### config.mk
export PLATFORM = sky130hd
export DESIGN_NAME = gbuff_reader
export DESIGN_NICKNAME = d
export VERILOG_FILES = /design/src/rtl/gbuff_reader.sv
export SDC_FILE = /design/constraint.sdc
export NUM_CORES = 1
export LEC_CHECK = 0
export CAP_MARGIN = 20
export CORE_UTILIZATION = 53
export DETAILED_ROUTE_END_ITERATION = 16
export MAX_ROUTING_LAYER = met4
export PLACE_DENSITY = 0.79
export SLEW_MARGIN = 20
export SYNTH_ARGS = -nofsm -noshare
export SYNTH_HDL_FRONTEND = slang
export SYNTH_SLANG_ARGS = --single-unit
### constraint.sdc
create_clock -name clk -period 2.5 [get_ports clk]
set_clock_uncertainty 0.15 [all_clocks]
set_input_delay 0.5 -clock clk [delete_from_list [all_inputs] [get_ports clk]]
set_output_delay 0.5 -clock clk [all_outputs]
set_load 0.01 [all_outputs]
### src/rtl/gbuff_reader.sv
// gbuff_reader: read-side sequencer for global_buffer.
// Issues a run of strided reads, absorbs the buffer's one-cycle read latency,
// and streams the returned words out through a small FIFO with a last marker.
// Optional feature macro: GBUFF_READER_STRIDE_EN (defined: the stride port sets
// the address increment; undefined: the increment is fixed at 1).
//
// Stream handshake: a word transfers on a rising edge where m_valid && m_ready;
// m_data/m_last are held stable while m_valid=1 and m_ready=0.
module gbuff_reader #(
    parameter int ADDR_BITS  = 8,
    parameter int DATA_BITS  = 8,
    parameter int FIFO_DEPTH = 4
) (
    input  logic                 clk,
    input  logic                 rst,
    input  logic                 start,
    input  logic [ADDR_BITS-1:0] base_addr,
    input  logic [ADDR_BITS:0]   length,
    input  logic [ADDR_BITS-1:0] stride,
    output logic                 busy,
    output logic                 done,
    output logic                 gb_wr_en,
    output logic [ADDR_BITS-1:0] gb_index,
    input  logic [DATA_BITS-1:0] gb_data_out,
    output logic                 m_valid,
    input  logic                 m_ready,
    output logic [DATA_BITS-1:0] m_data,
    output logic                 m_last,
    output logic [1:0]           dbg_state
);

    localparam int PTR_W = (FIFO_DEPTH > 1) ? $clog2(FIFO_DEPTH) : 1;
    localparam int CNT_W = PTR_W + 1;

    localparam logic [CNT_W-1:0]   DEPTH_C = CNT_W'(FIFO_DEPTH);
    localparam logic [CNT_W-1:0]   CNT_ONE = CNT_W'(1);
    localparam logic [PTR_W-1:0]   PTR_ONE = PTR_W'(1);
    localparam logic [ADDR_BITS:0] REM_ONE = {{ADDR_BITS{1'b0}}, 1'b1};

    typedef enum logic [1:0] {
        S_IDLE  = 2'd0,
        S_ISSUE = 2'd1,
        S_DRAIN = 2'd2,
        S_DONE  = 2'd3
    } state_e;

    state_e               state_q, state_d;
    logic [ADDR_BITS-1:0] addr_q, addr_d;
    logic [ADDR_BITS:0]   remaining_q, remaining_d;
    logic [ADDR_BITS-1:0] stride_q, stride_d;
    logic                 inflight_q, inflight_d;
    logic                 inflight_last_q, inflight_last_d;
    logic [ADDR_BITS-1:0] last_index_q, last_index_d;

    logic [PTR_W-1:0]     wr_ptr_q, wr_ptr_d;
    logic [PTR_W-1:0]     rd_ptr_q, rd_ptr_d;
    logic [CNT_W-1:0]     count_q, count_d;
    logic [DATA_BITS-1:0] data_mem_q [FIFO_DEPTH];
    logic [FIFO_DEPTH-1:0] last_mem_q;

    logic [ADDR_BITS-1:0] stride_sel;
    logic [CNT_W-1:0]     occupancy;
    logic                 push;
    logic                 pop;
    logic                 head_last;

`ifdef GBUFF_READER_STRIDE_EN
    assign stride_sel = stride;
`else
    // The port stays in the list so both builds share one interface.
    logic unused_stride;
    assign unused_stride = ^stride;
    assign stride_sel    = {{(ADDR_BITS-1){1'b0}}, 1'b1};
`endif

    assign gb_wr_en  = 1'b0;
    assign dbg_state = state_q;

    // A returned word arrives exactly one cycle after its issue.
    assign push      = inflight_q;
    assign m_valid   = (count_q != '0);
    assign pop       = m_valid && m_ready;
    assign head_last = last_mem_q[rd_ptr_q];
    assign m_data    = m_valid ? data_mem_q[rd_ptr_q] : '0;
    assign m_last    = m_valid && head_last;

    // Reserving a slot for the in-flight word keeps the FIFO from overflowing.
    assign occupancy = count_q + {{PTR_W{1'b0}}, inflight_q};

    // Command sequencing, read issue and status outputs.
    always_comb begin
        state_d         = state_q;
        addr_d          = addr_q;
        remaining_d     = remaining_q;
        stride_d        = stride_q;
        inflight_d      = 1'b0;
        inflight_last_d = 1'b0;
        last_index_d    = last_index_q;
        gb_index        = last_index_q;
        busy            = (state_q != S_IDLE);
        done            = (state_q == S_DONE);
        unique case (state_q)
            S_IDLE: begin
                if (start) begin
                    addr_d      = base_addr;
                    remaining_d = length;
                    stride_d    = stride_sel;
                    state_d     = (length == '0) ? S_DONE : S_ISSUE;
                end
            end
            S_ISSUE: begin
                if ((remaining_q != '0) && (occupancy < DEPTH_C)) begin
                    gb_index        = addr_q;
                    last_index_d    = addr_q;
                    inflight_d      = 1'b1;
                    inflight_last_d = (remaining_q == REM_ONE);
                    remaining_d     = remaining_q - REM_ONE;
                    addr_d          = addr_q + stride_q;
                    if (remaining_q == REM_ONE) begin
                        state_d = S_DRAIN;
                    end
                end
            end
            S_DRAIN: begin
                if (pop && head_last) begin
                    state_d = S_DONE;
                end
            end
            S_DONE: begin
                state_d = S_IDLE;
            end
            default: begin
                state_d = S_IDLE;
            end
        endcase
    end

    // FIFO pointer and occupancy bookkeeping.
    always_comb begin
        wr_ptr_d = wr_ptr_q;
        rd_ptr_d = rd_ptr_q;
        count_d  = count_q;
        if (push) begin
            wr_ptr_d = wr_ptr_q + PTR_ONE;
        end
        if (pop) begin
            rd_ptr_d = rd_ptr_q + PTR_ONE;
        end
        unique case ({push, pop})
            2'b10:   count_d = count_q + CNT_ONE;
            2'b01:   count_d = count_q - CNT_ONE;
            default: count_d = count_q;
        endcase
    end

    // Control state; reset aborts any command and flushes the FIFO.
    always_ff @(posedge clk) begin
        if (rst) begin
            state_q         <= S_IDLE;
            addr_q          <= '0;
            remaining_q     <= '0;
            stride_q        <= '0;
            inflight_q      <= 1'b0;
            inflight_last_q <= 1'b0;
            last_index_q    <= '0;
            wr_ptr_q        <= '0;
            rd_ptr_q        <= '0;
            count_q         <= '0;
        end else begin
            state_q         <= state_d;
            addr_q          <= addr_d;
            remaining_q     <= remaining_d;
            stride_q        <= stride_d;
            inflight_q      <= inflight_d;
            inflight_last_q <= inflight_last_d;
            last_index_q    <= last_index_d;
            wr_ptr_q        <= wr_ptr_d;
            rd_ptr_q        <= rd_ptr_d;
            count_q         <= count_d;
        end
    end

    // FIFO storage; contents are only visible through m_valid-gated outputs.
    always_ff @(posedge clk) begin
        if (push) begin
            data_mem_q[wr_ptr_q] <= gb_data_out;
            last_mem_q[wr_ptr_q] <= inflight_last_q;
        end
    end

endmodule

==> results.md, run 1 <==
* PD cells at 1121 nW/um2
* CTS sink count at 75
* Final period util at 101.6%
* Worst path required time at 1.85 ns
* Placed Instances at 451
* Slew HR at 51.77%
* Detailed Route WL at 7585 um
* GPL Wtd Cong at 0.8918
* Hold path depth at 0
* Worst hold endpoint: last_mem_q[2]
* Largest area contributor in the netlist: edfxtp_1
* Yosys Warn Count at 0
* Die Height at 85.43 um
* CORE AREA at 6756 um2
* Critical Path AT at 1.89 ns
* ANT cells at 0
* Synth Net Count at 367
* Min Tclk post-route at 2.541 ns
* Drc violations at 0
* I/O pin cnt at 60
* Mapped Cells at 314
* Final setup violation count at 8
* Critical register-to-register path startpoint: dbg_state[0]
* Mean Syn Cell Area at 11.75 um2
* Highest Clock Rate at 0.3936 GHz
* Worst path bufs/invs at 2
* Worst Setup Start Kind: flop
* Flop2flop setup slack at 0.32 ns
* Clk Latency, worst-skew pair at 0.35 ns
* Vias in the first global route at 2654
* Largest stage delay, worst path at 0.34 ns
* HP Start: inflight_last_q
* Die area at 7297 um2
* Run status: finished, violations left
* Synth top area cells: edfxtp_1 (29%), dfxtp_1 (21%), mux4_2 (5.5%), ha_1 (5.1%), a21oi_1 (3.5%)
* Max Cap Viol at 0
* Final Hold Violating Endpoints at 0
* Die X at 85.43 um
* Main flop type after synthesis: dfxtp_1
* Tot Pwr at 0.005270 W
* First-pass GRT wire length at 12520 um
* Worst flop-to-flop path endpoint: dbg_state[1]
* Hold WC Path Type: reg2reg
* IO Port Bufs at 50
* Cell variety after synth at 53
* CTS tree: built
* Vias at 2643
* Detail Placement HPWL at 4976 um
* Crit path capture type: output port
* Max Slew Vio Count at 0
* Worst VDD drop at 648.7 uV
* GR Util All Layers at 23.13%
* Clock transition at path regs at 0.09 ns
* Global route overflow at 0
* Deepest clock path buffer count at 2
* Initial antenna violation count at 0
* CTS Buf Count at 9
* CTS root buf: clkbuf_8
* Cell Rows at 30
* Initial Util at 54.59%
* CP Class: reg2out
* Wire per inst at 15.90 um
* RSZ-0062 raised after global routing: yes
* Top-area cell type share of the netlist area at 29.31%
* Crit-path max FO at 4
* Syn Std Cell Area at 3689 um2
* Drt first pass iters at 4
* Failing checks: negative setup slack
* H-tree depth at 3
* PnR worst setup slack at -0.04052 ns
* Synth-to-Final Area Change at 27.44%
* Reg2Reg Depth at 8
* DR iter-0 viols at 134
* Family with the most delay on the worst path: simple AND/OR/NAND/NOR gates
* P_leak at 1.751 nW
* Share of cells above drive strength 1 at 27.20%
* Crit-path cells: nor4_4 -> nand3_2 -> buf_6 -> nand2_8 -> mux2_4 -> buf_6
* Crit-path slowest cell: dfxtp_2
* Antenna viol nets, final at 0
* Count leader, synth: dfxtp_1
* Synth async-reset ratio at 0%
* Top cells by count, synth: dfxtp_1 (39), edfxtp_1 (36), a21oi_1 (26), nor2_1 (20), inv_1 (16)
* Post-synth EDFFs at 36
* Seq/Total Area, Yosys at 50.47%
* Yosys reg bits at 75
* Non-filler cells, final at 477
* Worst-margin pin slew at 0.7235 ns
* Avg Vias per Cell at 5.541
* Pin count of the biggest net entering global routing at 40
* Nets@finish at 445
* Crit-path most repeated cell: buf_6
==> power by group <==
| group | internal (W) | leakage (nW) | switching (W) |
|---|---|---|---|
| Combinational | 0.00130 | 1.01 | 0.00135 |
| Sequential | 0.00153 | 0.647 | 0.000192 |
| Clock | 0.000387 | 0.0975 | 0.000515 |
| Total | 0.00322 | 1.75 | 0.00205 |
==> per-stage QoR <==
stage | setup slack [ns] | hold WS [ns] | TNS, ns | cell area (um2) | util, %
finish | -0.04052 | 0.3389 | -0.2438 | 4701 | 69.57
global route | -0.09332 | 0.3472 | -0.6616 | 4701 | 69.57
CTS | -0.1121 | 0.3415 | -0.4166 | 4648 | 68.80
detailed placement | -0.008906 | 0.3233 | -0.01177 | 4369 | 64.67
global placement | -0.02016 | 0.3112 | -0.02016 | 4369 | 64.67
floorplan | 0.2902 | 0.2883 | 0 | 3689 | -
==> what timing repair did <==
| item | 4_1_cts | 5_1_grt |
|---|---|---|
| cloned | 1 | 0 |
| setup endpoints to repair | 17 | 9 |
| setup buffers | 8 | 2 |
| resized for setup | 57 | 13 |
| hold buffers | 0 | 0 |
| pin swaps | 4 | 4 |
==> registers in the layout (all words and copies together) (netlist names), named ones only <==
register,cells
stride_q,1
count_q,3
wr_ptr_q,2
remaining_q,9
dbg_state,2
addr_q,8
inflight_q,1
inflight_last_q,1
last_mem_q,4
rd_ptr_q,2
last_index_q,8
data_mem_q,32
==> final cells by class <==
| cell class | instances | area (um2) |
|---|---|---|
| Timing Repair Buffer | 83 | 773.2 |
| Multi-Input combinational cell | 207 | 1709 |
| Tap cell | 80 | 100.1 |
| Fill cell | 484 | 2056 |
| Clock buffer | 9 | 123.9 |
| Clock inverter | 7 | 63.81 |
| Inverter | 16 | 60.06 |
| Sequential cell | 75 | 1871 |
==> worst max-delay path by stage <==
stage | start | to | slack, ns | depth (start not counted)
6_report | remaining_q[3] | gb_index[6] | -0.04 | 6
5_1_grt | remaining_q[3] | gb_index[3] | -0.09 | 6
4_1_cts | remaining_q[5] | gb_index[0] | -0.11 | 7
3_5_place_dp | m_ready | count_q[2] | -0.009 | 8
3_3_place_gp | m_ready | count_q[2] | -0.02 | 8
2_1_floorplan | dbg_state[1] | gb_index[0] | 0.29 | 7
==> cells in the final DEF (no fill, tap or decap), drive strengths merged, types with 5 or more instances in the layout <==
cell type       n
nor2b          22
nand2b          6
dlygate4sd2     9
inv            22
nand3           6
a21oi          26
buf            42
nand2          17
nor3           12
edfxtp         36
and2            5
nor2           20
o21ai          13
dfxtp          39
o32ai           5
clkbuf          9
mux4            9
ha             15
clkdlybuf4s50  32
mux2            8
==> kinds of logic after synthesis <==
group,count (synthesis),share of synthesized area (%)
fa+ha+maj,16,5.631
xor+xnor,6,1.425
compound gates,65,11.74
mux,21,10.18
other cells,1,0.1017
flops,75,50.48
buf+inv,33,4.545
simple gates,97,15.91
==> metal layers <==
layer | GRT usage (%) | vias to the layer above | share of wire, %
met5 | - | - | 0
met4 | 11.06 | 0 | 2.6
met3 | 3.891 | 17 | 4.1
met2 | 37.45 | 78 | 51
met1 | 28.25 | 1258 | 42
li1 | - | 1290 | -
Note: power is estimated with default switching activity, not from simulation.
==> inputs of run 2 (changes only) <==
--- a/config.mk
+++ b/config.mk
@@ -6,10 +6,10 @@
 export NUM_CORES = 1
 export LEC_CHECK = 0
 export CAP_MARGIN = 20
-export CORE_UTILIZATION = 53
+export CORE_UTILIZATION = 48
 export DETAILED_ROUTE_END_ITERATION = 16
 export MAX_ROUTING_LAYER = met4
-export PLACE_DENSITY = 0.79
+export PLACE_DENSITY = 0.76
 export SLEW_MARGIN = 20
 export SYNTH_ARGS = -nofsm -noshare
 export SYNTH_HDL_FRONTEND = slang
==> constraint.sdc (replaced) <==
create_clock -name clk -period 2.3 [get_ports clk]
set_clock_uncertainty 0.15 [all_clocks]
set_input_delay 0.46 -clock clk [delete_from_list [all_inputs] [get_ports clk]]
set_output_delay 0.46 -clock clk [all_outputs]
set_load 0.01 [all_outputs]
==> run 2 against run 1 <==
The run still ends with negative setup slack left. Count of clock-buffer cells in the layout is the same. Routed wire length rose by 1.7%. Die area rose by 10%. Power up 12%. Final cell count grew 7.5%. Global-route usage down 1.9 points. Non-clock buffer count grew 17. First-iteration DRC count decreased by 5.2%. Clock power up 12%. Sequential cell count did not move. Combinational power rose by 15%. Critical endpoint is now gb_index[4]. Highest routed layer unchanged.
==> results.md, run 2 (synthesis gave the netlist of run 1 again) <==
* Sw Ratio at 38.53%
* Failing checks: negative setup slack
* Nets@finish at 462
* Max Slew Vio Count at 0
* Final Hold Violating Endpoints at 0
* Internal power at 0.003627 W
* Deepest clock path buffer count at 2
* Drt first pass iters at 4
* Switching pwr at 0.002273 W
* Worst Setup Start Kind: flop
* Wire per inst at 15.04 um
* Critical Path AT at 1.92 ns
* Logic pwr share at 51.5%
* Highest Clock Rate at 0.3945 GHz
* P_leak at 1.849 nW
* Clock share of power at 17.2%
* Detailed Route WL at 7716 um
* Flop2flop setup slack at 0.11 ns
* Critical register-to-register path startpoint: dbg_state[1]
* Detail Placement HPWL at 5184 um
* Hold path depth at 0
* CORE AREA at 7331 um2
* Largest registers: data_mem_q x32, remaining_q x9
* CTS root buf: clkbuf_8
* CTS Buf Count at 9
* H-tree depth at 3
* GR Util All Layers at 21.28%
* Most frequent cells in the layout: buf_4 (41), edfxtp_1 (36), dfxtp_1 (33)
* Cell Rows at 31
* Share of cells above drive strength 1 at 32.85%
* GPL Wtd Cong at 0.8196
* Final setup violation count at 8
* Worst hold endpoint: last_mem_q[0]
* Post-place setup slack at -0.1913 ns
* Worst VDD drop at 871.0 uV
* Global route overflow at 0
* PnR worst setup slack at -0.2347 ns
* Initial antenna violation count at 0
* Crit path capture type: output port
* Hold WC Path Type: reg2reg
* Die Height at 89.66 um
* DR iter-0 viols at 127
* I/O pin cnt at 60
* Hold-fix buffers at CTS at 0
* Pin count of the biggest net entering global routing at 37
* Max Cap Viol at 0
* Top reg by flops: data_mem_q
* Max reg flops at 32
* Final period util at 110.2%
* # fillers at 527
* IO Port Bufs at 50
* Run status: finished, violations left
* Die area at 8039 um2
* CTS sink count at 75
* Avg Vias per Cell at 5.240
* Vias at 2688
* Final setup TNS at -1.576 ns
* RSZ-0062 raised after global routing: yes
* Die X at 89.66 um
* Initial Util at 50.32%
* CTS tree: built
* Crit-path max FO at 5
* CP Class: reg2out
* Vias in the first global route at 2647
* Worst-margin pin slew at 0.6556 ns
* Min Tclk post-route at 2.535 ns
* ANT cells at 0
* Tot Pwr at 0.005900 W
* PD cells at 1208 nW/um2
* Worst flop-to-flop path endpoint: dbg_state[1]
* Worst path required time at 1.69 ns
* First-pass GRT wire length at 12350 um
* Clk Latency, worst-skew pair at 0.36 ns
* Slew HR at 56.29%
* Reg2Reg Depth at 9
* Drc violations at 0
* Power share of the sequential group at 31.3%
* HP Start: inflight_last_q
* Most common cell after layout, fill and taps aside: buf_4
* Antenna viol nets, final at 0
* Synth-to-Final Area Change at 32.39%
* Clock transition at path regs at 0.09 ns
-- run 2: worst max-delay path, stage by stage (launching register included) --
cell,delay (ns)
dfxtp_2,0.34
nor4_4,0.33
nand3_2,0.19
nand2_4,0.16
buf_6,0.12
mux2_4,0.30
buf_6,0.12
-- run 2: layout make-up --
| cell class | count | area, um2 | share of cell area [%] |
|---|---|---|---|
| Sequential cell | 75 | 1872 | 38.33 |
| Multi-Input combinational cell | 207 | 1739 | 35.61 |
| Timing Repair Buffer | 100 | 888.4 | 18.19 |
| Clock buffer | 9 | 123.9 | 2.537 |
| Tap cell | 99 | 123.9 | 2.537 |
| Clock inverter | 7 | 76.32 | 1.563 |
| Inverter | 16 | 60.06 | 1.230 |
-- run 2: how the worst max path moves through the flow --
stage | cells after the start | from | slack, ns | end
2_1_floorplan | 7 | dbg_state[1] | 0.13 | gb_index[0]
3_3_place_gp | 8 | m_ready | -0.16 | count_q[2]
3_5_place_dp | 8 | m_ready | -0.19 | count_q[2]
4_1_cts | 6 | remaining_q[5] | -0.22 | gb_index[4]
5_1_grt | 6 | remaining_q[2] | -0.34 | gb_index[4]
6_report | 6 | remaining_q[2] | -0.23 | gb_index[4]
-- run 2: repair_timing --
action	4_1_cts	5_1_grt
resized for setup	88	16
pin swaps	6	3
gates cloned	1	0
setup endpoints to repair	22	20
setup buffers	14	2
-- run 2: layer usage --
metal,wire (um),share of wire [%],GRT usage (%)
met4,88,1.1,6.494
met5,0,0,-
met1,3327,43,25.12
met2,4029,52,36.36
met3,270,3.5,4.662
-- run 2: stage by stage --
stage	std cells	hold WS, ns	area [um2]	util (%)
finish	513	0.3338	4883	66.62
global route	513	0.3702	4883	66.62
CTS	512	0.3393	4857	66.26
detailed placement	481	0.3240	4463	60.88
global placement	481	0.3094	4463	60.88
floorplan	314	0.2883	3689	-
-- run 2: power groups by stage --
stage | Combinational (W) | Clock [W] | Sequential [W]
CTS | 0.00296 | 0.00104 | 0.00185
floorplan | 0.00167 | 0 | 0.00185
detailed placement | 0.00261 | 0 | 0.00186
global placement | 0.00255 | 0 | 0.00185
global route | 0.00332 | 0.00109 | 0.00188
finish | 0.00304 | 0.00101 | 0.00185
==> inputs of run 3 (changes only) <==
--- a/config.mk
+++ b/config.mk
@@ -6,10 +6,10 @@
 export NUM_CORES = 1
 export LEC_CHECK = 0
 export CAP_MARGIN = 20
-export CORE_UTILIZATION = 48
+export CORE_UTILIZATION = 40
 export DETAILED_ROUTE_END_ITERATION = 16
 export MAX_ROUTING_LAYER = met4
-export PLACE_DENSITY = 0.76
+export PLACE_DENSITY = 0.65
 export SLEW_MARGIN = 20
 export SYNTH_ARGS = -nofsm -noshare
 export SYNTH_HDL_FRONTEND = slang
==> run 3 against run 2 <==
The flow finishes with violations (design-rule violations, negative setup slack). Sequential share of layout area rose by 0.96 points. Largest cell class unchanged. Critical path depth rose by 2. Register-to-register slack gained 0.04 ns. Hold slack worse by 0.013 ns. Clock power about the same. Routed wire length down 5.5%. Via count fell by 2.5%. First-iteration DRC count is 11% higher. Setup slack improved by 0.091 ns.
==> results.md, run 3 (synthesis gave the netlist of run 1 again) <==
* CTS root buf: clkbuf_8
* Final Hold Violating Endpoints at 0
* Clock transition at path regs at 0.08 ns
* Family with the most delay on the worst path: multiplexers
* I/O pin cnt at 60
* Power share of the sequential group at 32.9%
* Logic pwr share at 48.8%
* Share of cells above drive strength 1 at 30.62%
* ANT cells at 0
* Highest Clock Rate at 0.4093 GHz
* Drc violations at 3
* Final setup violation count at 8
* Worst VDD drop at 540.3 uV
* Switching pwr at 0.002075 W
* Hold WC Path Type: reg2reg
* Crit-path slowest cell: dfxtp_2
* Initial antenna violation count at 0
* Clock share of power at 18.2%
* Die X at 98.03 um
* GR Util All Layers at 16.77%
* Worst path bufs/invs at 3
* Max reg flops at 32
* Final period util at 106.2%
* Design area at 4761 um2
* Die Height at 98.03 um
* First-pass GRT wire length at 12270 um
* Crit-path cells: inv_2 -> ha_4 -> nand2_1 -> mux2i_4 -> nand2_4 -> buf_4 -> mux2_4 -> buf_4
* Worst-margin pin slew at 0.5585 ns
* Placed standard-cell area at 4479 um2
* Max Cap Viol at 0
* Critical Path AT at 1.83 ns
* Wire per inst at 14.21 um
* Clk Latency, worst-skew pair at 0.35 ns
* RSZ-0062 raised after global routing: yes
* Crit-path most repeated cell: buf_4
* CP Class: reg2out
* Global route overflow at 0
* Run status: finished, violations left
* PD cells at 1179 nW/um2
* CTS Buf Count at 9
* Non-filler cells, final at 513
* Internal power at 0.003540 W
* GPL Wtd Cong at 0.8545
* Placed Instances at 489
* Largest registers: data_mem_q x32, remaining_q x9
* Vias in the first global route at 2628
* H-tree depth at 3
* PnR worst setup slack at -0.1432 ns
* Most common cell after layout, fill and taps aside: buf_4
* CTS sink count at 75
* Avg Vias per Cell at 5.111
* Worst path required time at 1.69 ns
* Antenna viol nets, final at 0
* Sw Ratio at 36.95%
* Max Slew Vio Count at 0
* Slew HR at 62.62%
* DR iter-0 viols at 141
* Initial Util at 41.89%
* Crit path capture type: output port
* Detailed Route WL at 7290 um
* Post-place setup slack at -0.1944 ns
* Most frequent cells in the layout: buf_4 (38), edfxtp_1 (36), dfxtp_1 (34)
* IO Port Bufs at 50
* Pin count of the biggest net entering global routing at 46
* Die area at 9609 um2
* CORE AREA at 8806 um2
* Synth-to-Final Area Change at 29.07%
* Largest stage delay, worst path at 0.33 ns
* Nets@finish at 453
* Drt first pass iters at 10
* Crit-path max FO at 4
* Cell Rows at 34
* Worst Setup Start Kind: flop
* Min Tclk post-route at 2.443 ns
* CTS tree: built
* Hold-fix buffers at CTS at 0
* Deepest clock path buffer count at 2
* P_leak at 1.774 nW
* Top reg by flops: data_mem_q
* Failing checks: design-rule violations, negative setup slack
* Detail Placement HPWL at 4986 um
* Vias at 2622
==> run 3: cell types whose count changed in the layout (fill, tap and decap cells not counted), moves of 2 or more <==
cell      previous run  this run
nor3_2               0         2
clkinv_4             0         2
buf_2                3         9
inv_8                3         0
buf_4               41        38
buf_6               19         8
nor3_1              12        10
==> run 3: worst paths after layout <==
path / startpoint / to / slack (ns) / cells after the start
max reg2reg: dbg_state[1] / dbg_state[0] / 0.15 / 9
min reg2reg: inflight_last_q / last_mem_q[0] / 0.32 / 0
min: inflight_last_q / last_mem_q[0] / 0.32 / 0
max: dbg_state[1] / gb_index[0] / -0.14 / 8
==> run 3: timing repair <==
item                       CTS  global route
setup endpoints to repair   19            28
buffers inserted             6             2
cloned                       0             0
resized for setup           74            15
pin swaps                    3             1
==> run 3: power by group through the flow <==
stage	clock [W]	sequential (W)	combinational [W]
final	0.00102	0.00185	0.00274
after global routing	0.00111	0.00188	0.00303
after floorplan	0	0.00185	0.00167
after global placement	0	0.00185	0.00258
after detailed placement	0	0.00186	0.00261
after CTS	0.00104	0.00185	0.00269
==> run 3: area by class of cell <==
| cell class | count | area (um2) |
|---|---|---|
| well taps | 108 | 135.1 |
| clock inverters | 6 | 72.57 |
| fillers | 757 | 4045 |
| inverters | 16 | 60.06 |
| repair buffers | 92 | 783.3 |
| multi-input cells | 206 | 1712 |
| flip-flops and latches | 75 | 1871 |
| clock buffers | 10 | 127.6 |
==> run 3: per-layer routing <==
layer  track usage [%]  part of all wire (%)  wire length, um
met5                 -                     0                0
met4             6.527                   1.7              127
met3             4.223                   5.7              412
met2             26.16                    47             3420
met1             20.89                    46             3330
==> run 3: metrics by stage <==
stage          hold slack, ns  utilization [%]  power (W)  setup TNS (ns)
2_1_floorplan          0.2883                -   0.003528               0
3_3_place_gp           0.3023            50.87   0.004430          -1.245
3_5_place_dp           0.3197            50.87   0.004469          -1.182
4_1_cts                0.3313            53.78   0.005580          -1.299
5_1_grt                0.3411            54.06   0.006018          -1.612
6_report               0.3212            54.06   0.005615          -1.023
